**src/rtl/tt_arith_pkg.sv**
```systemverilog
// Shared types and defaults for the TinyTapeout arithmetic unit.
// Op codes match the two-bit encoding on the wrapper pins.
package tt_arith_pkg;

  localparam int TT_W_DEFAULT = 8;

  typedef enum logic [1:0] {
    OP_ADD  = 2'b00,
    OP_SUB  = 2'b01,
    OP_ACC  = 2'b10,
    OP_LOAD = 2'b11
  } op_e;

endpackage

```
**src/rtl/tt_addsub_sat.sv**
```systemverilog
// Combinational W+1-bit add/subtract with carry/borrow out and optional clamp.
// carry always reflects the unclamped operation.
module tt_addsub_sat #(
  parameter int W        = 8,
  parameter bit SATURATE = 1'b0
) (
  input  logic [W-1:0] x,
  input  logic [W-1:0] y,
  input  logic         sub,
  output logic [W-1:0] res,
  output logic         carry
);

  logic [W:0] sum;

  always_comb begin
    if (sub) begin
      sum = {1'b0, x} - {1'b0, y};
    end else begin
      sum = {1'b0, x} + {1'b0, y};
    end
    carry = sum[W];
    res   = sum[W-1:0];
    // Overflow clamps high, borrow clamps low.
    if (SATURATE && sum[W]) begin
      res = sub ? '0 : '1;
    end
  end

endmodule

```
**src/rtl/tt_arith_unit.sv**
```systemverilog
// Registered add/sub/accumulate/load unit with a one-deep output register.
// Accumulator only moves on an accepted ACC or LOAD.
module tt_arith_unit
  import tt_arith_pkg::*;
#(
  parameter int W        = TT_W_DEFAULT,
  parameter bit SATURATE = 1'b0
) (
  input  logic         clk,
  input  logic         rst_n,
  input  logic         ena,
  input  logic         in_valid,
  output logic         in_ready,
  input  logic [1:0]   op,
  input  logic [W-1:0] a,
  input  logic [W-1:0] b,
  output logic         out_valid,
  input  logic         out_ready,
  output logic [W-1:0] result,
  output logic         carry,
  output logic [W-1:0] acc
);

  // Handshake: a transfer happens on a cycle where valid and ready are both 1.
  // The producer holds its payload stable while valid=1 and ready=0; ready may
  // depend combinationally on the consumer's ready (in_ready follows out_ready).

  op_e         op_sel;
  logic        accept;
  logic [W-1:0] as_y;
  logic [W-1:0] as_res;
  logic         as_carry;

  logic         out_valid_q, out_valid_d;
  logic [W-1:0] result_q, result_d;
  logic         carry_q, carry_d;
  logic [W-1:0] acc_q, acc_d;

  assign op_sel   = op_e'(op);
  assign in_ready = ena & (~out_valid_q | out_ready);
  assign accept   = in_valid & in_ready;

  // ACC adds the operand to the accumulator; b is only used by ADD/SUB.
  assign as_y = (op_sel == OP_ACC) ? acc_q : b;

  tt_addsub_sat #(
    .W        (W),
    .SATURATE (SATURATE)
  ) u_addsub (
    .x     (a),
    .y     (as_y),
    .sub   (op_sel == OP_SUB),
    .res   (as_res),
    .carry (as_carry)
  );

  always_comb begin
    out_valid_d = out_valid_q;
    result_d    = result_q;
    carry_d     = carry_q;
    acc_d       = acc_q;
    if (accept) begin
      out_valid_d = 1'b1;
      unique case (op_sel)
        OP_LOAD: begin
          result_d = a;
          carry_d  = 1'b0;
          acc_d    = a;
        end
        OP_ACC: begin
          result_d = as_res;
          carry_d  = as_carry;
          acc_d    = as_res;
        end
        default: begin
          result_d = as_res;
          carry_d  = as_carry;
        end
      endcase
    end else if (out_ready) begin
      out_valid_d = 1'b0;
    end
  end

  always_ff @(posedge clk or negedge rst_n) begin
    if (!rst_n) begin
      out_valid_q <= 1'b0;
      result_q    <= '0;
      carry_q     <= 1'b0;
      acc_q       <= '0;
    end else begin
      out_valid_q <= out_valid_d;
      result_q    <= result_d;
      carry_q     <= carry_d;
      acc_q       <= acc_d;
    end
  end

  assign out_valid = out_valid_q;
  assign result    = result_q;
  assign carry     = carry_q;
  assign acc       = acc_q;

endmodule

```
**config.mk**
```make
export PLATFORM = sky130hd
export DESIGN_NAME = tt_arith_unit
export DESIGN_NICKNAME = d
export VERILOG_FILES = /design/src/rtl/tt_arith_pkg.sv /design/src/rtl/tt_addsub_sat.sv /design/src/rtl/tt_arith_unit.sv
export SDC_FILE = /design/constraint.sdc
export NUM_CORES = 1
export LEC_CHECK = 0
export ABC_AREA = 1
export BUFFER_PORTS_ARGS = -buffer_cell sky130_fd_sc_hd__buf_2
export CAP_MARGIN = 10
export CORE_MARGIN = 2
export CORE_UTILIZATION = 35
export DETAILED_ROUTE_END_ITERATION = 7
export PLACE_DENSITY = 0.59
export SETUP_SLACK_MARGIN = 0.2
export SLEW_MARGIN = 40
export SYNTH_ARGS = -nofsm -noshare
export SYNTH_HDL_FRONTEND = slang
export SYNTH_SLANG_ARGS = --single-unit
```
**constraint.sdc**
```tcl
create_clock -name clk -period 3.2 [get_ports clk]
set_input_delay 0 -clock clk [delete_from_list [all_inputs] [get_ports clk]]
set_output_delay 0 -clock clk [all_outputs]
set_load 0.005 [all_outputs]
```
# After elaboration in Yosys (flattened, before gate mapping)
# Cells that the tools add are included.
# totals
reg_bits	18
# op_classes
n_addsub	2
reduce_logical	3
mux	7
n_bitwise	4
eq_ne	3
# ops
operator	n
2-to-1 mux 8 bit	2
case mux 8 bit (2 select lines)	1
adder 8 x 8 -> 9 bit	1
2-to-1 mux 9 bit	1
subtractor 8 x 8 -> 9 bit	1
equality test 2 bit (second input constant)	2
nonzero test 2 bit	2
2-to-1 mux 1 bit	3
bitwise AND 1 bit	2
equality test 2 x 1 -> 1 bit (second input constant)	1
AND reduction 2 bit	1
NOT 1 bit	1
bitwise OR 1 bit	1

# Logic depth before layout (Yosys ltp)
# depth
ltp_word	5
ltp_mapped	21
mapped_depth_nobuf	20

# Cells and area by module
# A second synthesis with hierarchy kept.
# unflattened
hier_cells	264
area_unflattened_um2	1757.9
# modules_own_cells
mod	instances	cells_each	area_per_inst_um2
tt_arith_unit	1	143	1121.1
tt_addsub_sat	1	121	636.9

# Worst setup path before layout
# OpenSTA, ideal clock, no wires.
# synth_path
path_type	reg-to-reg
start	register acc_q[1] (netlist: acc[1])
end	register result_q[7] (netlist: result[7])
n_path_buf	0
stages_incl_launch_ff	14
period_less_slack_ns	2.296
slack_ns	0.904
t_required_ns	3.084
setup_ns	0.116
arrival_time_ns	2.179
path_cell_list	dfrtp_1 o21ai_4 ha_1 nand3_1 o21ai_0 xor2_1 ha_1 a21o_1 a21oi_1 nand2_1 nand2_1 nand3_1 nand2_1 nand2_1
# synth_between
elab_chain_cells	4
word_cells_on_any_way	5
classes_between	add/sub (2); mux (3)
# synth_lines
element	line	text
start: declaration	tt_arith_unit.sv:37	logic [W-1:0] acc_q, acc_d;
start signal: assignment	tt_arith_unit.sv:90	acc_q <= '0;
start signal: assignment	tt_arith_unit.sv:95	acc_q <= acc_d;
2-to-1 mux 8 bit (*)	tt_arith_unit.sv:44	assign as_y = (op_sel == OP_ACC) ? acc_q : b;
adder 8 x 8 -> 9 bit / subtractor 8 x 8 -> 9 bit (equally long branches)	tt_addsub_sat.sv:20, tt_addsub_sat.sv:18	
2-to-1 mux 9 bit (*)	tt_addsub_sat.sv:17	if (sub) begin
2-to-1 mux 8 bit (*)	tt_arith_unit.sv:64	unique case (op_sel)
end signal: assignment	tt_arith_unit.sv:93	result_q <= result_d;
end: declaration	tt_arith_unit.sv:35	logic [W-1:0] result_q, result_d;
# Every way passes the cells marked *; elsewhere a longest branch is shown, timed or not.
# A chain may end at the register's enable or synchronous reset.

# Final worst setup path
# Ends and elaborated chain as after synthesis.

==> qor.yml <==
worst_path_max_delay_cell: "dfrtp_1"
synth_seq_cells: 18
gp_congestion: 0.935
avgSynthCellArea_um2: 6.76
cp-startpoint: "acc[1]"
synthesis.nets: 267
drc: 0
p_comb_share_pct: 43.4
critPathMaxFanout: 5
cts_setup_buffers: 0
row_count: 24
holdPathStages: 3
p_leak_nw: 1.08
die_w_um: 71.2
required_ns: 3.36
reg2reg_depth: 13
final.setup_skew_ns: 0.00261
synthCells: 234
viasPerCell: 4.87
synth.distinct_cells: 30
dr_wl_met3_um: 271
setup_tns_ns: 0
wl_met1_mm: 2.04
antenna_found_initial: 0
cts_tree: "built"
cts.htree.levels: 1
wl_per_cell_um: 13.1
fin_crit_ns: 2.55
antennaDiodeCount: 0
grt_util_all_layers_pct: 18.2
cpPeakStageDelay_ns: 0.43
top_layer: "met4"
p_clk_share_pct: 22.1
critPathArrivalTime_ns: 2.71
p_per_area_mw_per_mm2: 493
status: "completed"
grt_pass1_vias: 1553
p_sw_mw: 0.363
drv_slew: 0
p_seq_share_pct: 34.6
yosysSeqAreaShare_pct: 28.5
die-area_mm2: 0.00507
setup_violations: 0
clock-sinks: 18
core_area_mm2: 0.00435
power.share.switching_pct: 39.3
grt_setup_unrepaired: "false"
first_pass_iters: 7
peakVddDrop_uv: 219
max_freq_ghz: 0.393
ios: 42
hp-class: "input port to flop"
cp_cell_sequence: "o21ai_4 -> ha_1 -> nand3_1 -> o21ai_0 -> xor2_1 -> ha_1 -> a21o_1 -> a21oi_1 -> nand2_1 -> nand2_1 -> nand3_1 -> nand2_1 -> nand2_1"
initial_utilization_pct: 36.3
yosysWarnings: 0
drt-total-wl_mm: 4.26
grt_pass1_wl_mm: 7.29
die_h_um: 71.2
min_from: "a[0]"
dpl.hpwl_mm: 3.28
maxCapViolations: 0
final_nets: 308
num_vias: 1587
crit_path_start_kind: "flop"
cts.clk_slew.worst_paths_ns: 0.08
power.internal_mw: 0.560
maxSlewHeadroom_pct: 68.9
rr_startpoint: "acc[1]"
wl_met2_mm: 1.87
tightestPinTransition_ns: 0.466
crit_type: "flop to flop"
clk_latency_ns: 0.27
cts_made_buffers: 3
grt_max_degree: 19
hold_viol: 0
crit_path_frequent_cell: "nand2_1"
overflow: 0
critPathCaptureType: "flop"
dpl_cell_area_mm2: 0.00180
ctsLongestPathBuffers: 2
syn_area_mm2: 0.00158
io_buffer_count: 41
fin_crit_sh_pct: 79.6
drtIter0Drc: 73
antenna_left: 0
design_area_mm2: 0.00187
syn_to_final_growth_pct: 18.5
cts-root-buf: "clkbuf_8"
drive_gt1_share_pct: 20.4
[per-stage QoR]
stage / total power [mW] / setup WS (ns) / cells / utilization (%) / hold WS, ns
CTS: 0.932 / 0.646 / 326 / 43.0 / 0.0250
global placement: 0.720 / 0.691 / 320 / 41.3 / -0.0329
global route: 1.01 / 0.381 / 326 / 43.0 / 0.0477
detailed placement: 0.720 / 0.686 / 320 / 41.3 / -0.0267
finish: 0.923 / 0.654 / 326 / 43.0 / 0.0185
floorplan: 0.589 / 0.904 / 234 / - / -0.296
[cell usage after synthesis]
library cell,count,area share (%)
inv_4,1,0.40
buf_12,1,1.3
nand2_4,3,2.1
nand2_2,2,0.79
inv_1,28,6.6
fa_1,1,1.3
o21ai_4,1,1.0
xor2_1,5,2.8
nor3_1,1,0.32
a21oi_1,14,4.4
nor2_2,2,0.79
xnor2_1,2,1.1
dfrtp_1,18,28
o21ai_1,2,0.63
o21bai_1,3,1.4
o211ai_1,3,1.4
a21o_1,1,0.47
o22ai_1,1,0.40
clkbuf_1,2,0.47
nand3_1,25,7.9
ha_1,9,7.1
nand3b_1,1,0.47
o21ai_0,15,4.7
nand2_1,76,18
o21a_1,1,0.47
o21ai_2,1,0.55
nor2_1,10,2.4
and2_2,1,0.47
buf_4,2,0.95
buf_2,2,0.63
[critical path, delay by kind of cell, from the launching register on]
| kind | cells | cell delay (ns) |
|---|---|---|
| compound gates | 4 | 0.87 |
| fa+ha+maj | 2 | 0.50 |
| flops | 1 | 0.43 |
| simple gates | 6 | 0.42 |
| xor+xnor | 1 | 0.20 |
[power groups by stage]
stage | logic [mW] | registers, mW | clock network [mW]
2_1_floorplan | 0.263 | 0.326 | 0
6_report | 0.400 | 0.319 | 0.204
3_5_place_dp | 0.396 | 0.325 | 0
4_1_cts | 0.402 | 0.321 | 0.209
5_1_grt | 0.463 | 0.328 | 0.216
3_3_place_gp | 0.395 | 0.325 | 0
[cell usage in the layout (no fill, tap or decap)]
cell	Yosys	routed
nand2_1	76	76
buf_2	2	41
inv_1	28	28
nand3_1	25	25
dfrtp_1	18	18
o21ai_0	15	15
a21oi_1	14	14
nor2_1	10	10
ha_1	9	9
xor2_1	5	5
clkbuf_8	0	4
nand2_4	3	3
o21bai_1	3	3
o211ai_1	3	3
o21ai_1	2	2
nand2_2	2	2
nor2_2	2	2
xnor2_1	2	2
dlygate4sd3_1	0	2
inv_4	1	1
o21ai_2	1	1
and2_2	1	1
o21ai_4	1	1
nand3b_1	1	1
nor3_1	1	1
o21a_1	1	1
a21o_1	1	1
o22ai_1	1	1
fa_1	1	1
[repair_timing]
| action | CTS | global route |
|---|---|---|
| gates resized for setup | 0 | 0 |
| endpoints found under the hold margin | 19 | 0 |
| endpoints found under the setup margin | 0 | 0 |
| hold buffers | 2 | 0 |
[cells by family after synthesis]
| family | Yosys count | share of synthesized area (%) |
|---|---|---|
| buffers and inverters | 36 | 10.4 |
| xor gates and xnor gates | 7 | 3.88 |
| and+or+nand+nor | 121 | 33.3 |
| adders and majority gates | 10 | 8.39 |
| DFF | 18 | 28.5 |
| AOI/OAI and AO/OA | 42 | 15.6 |
[area by class of cell]
| cell class | instances | area [um^2] |
|---|---|---|
| fill | 477 | 2480 |
| multi-input combinational | 180 | 967 |
| sequential | 18 | 450 |
| inverter | 29 | 111 |
| tap | 52 | 65.1 |
| timing repair buffer | 43 | 225 |
| clock buffer | 4 | 55.1 |
[metal layers]
metal | vias up | global-route usage, %
met5 | - | 0
met4 | 0 | 6.08
met3 | 8 | 3.80
met2 | 50 | 28.6
met1 | 691 | 24.9
li1 | 838 | -
[flip-flops by register name, summed over array words and instances (netlist names)]
name       count
out_valid      1
result         8
carry          1
acc            8
[worst paths after layout]
path                                   to  slack (ns)
max in group asynchronous          acc[6]        2.69
worst min-delay path               acc[0]        0.02
worst max-delay path            result[7]        0.65
min in group asynchronous       result[0]        0.21
worst max register to register  result[7]        0.65
worst min register to register  result[6]        0.48
(Power assumes the default switching activity.)
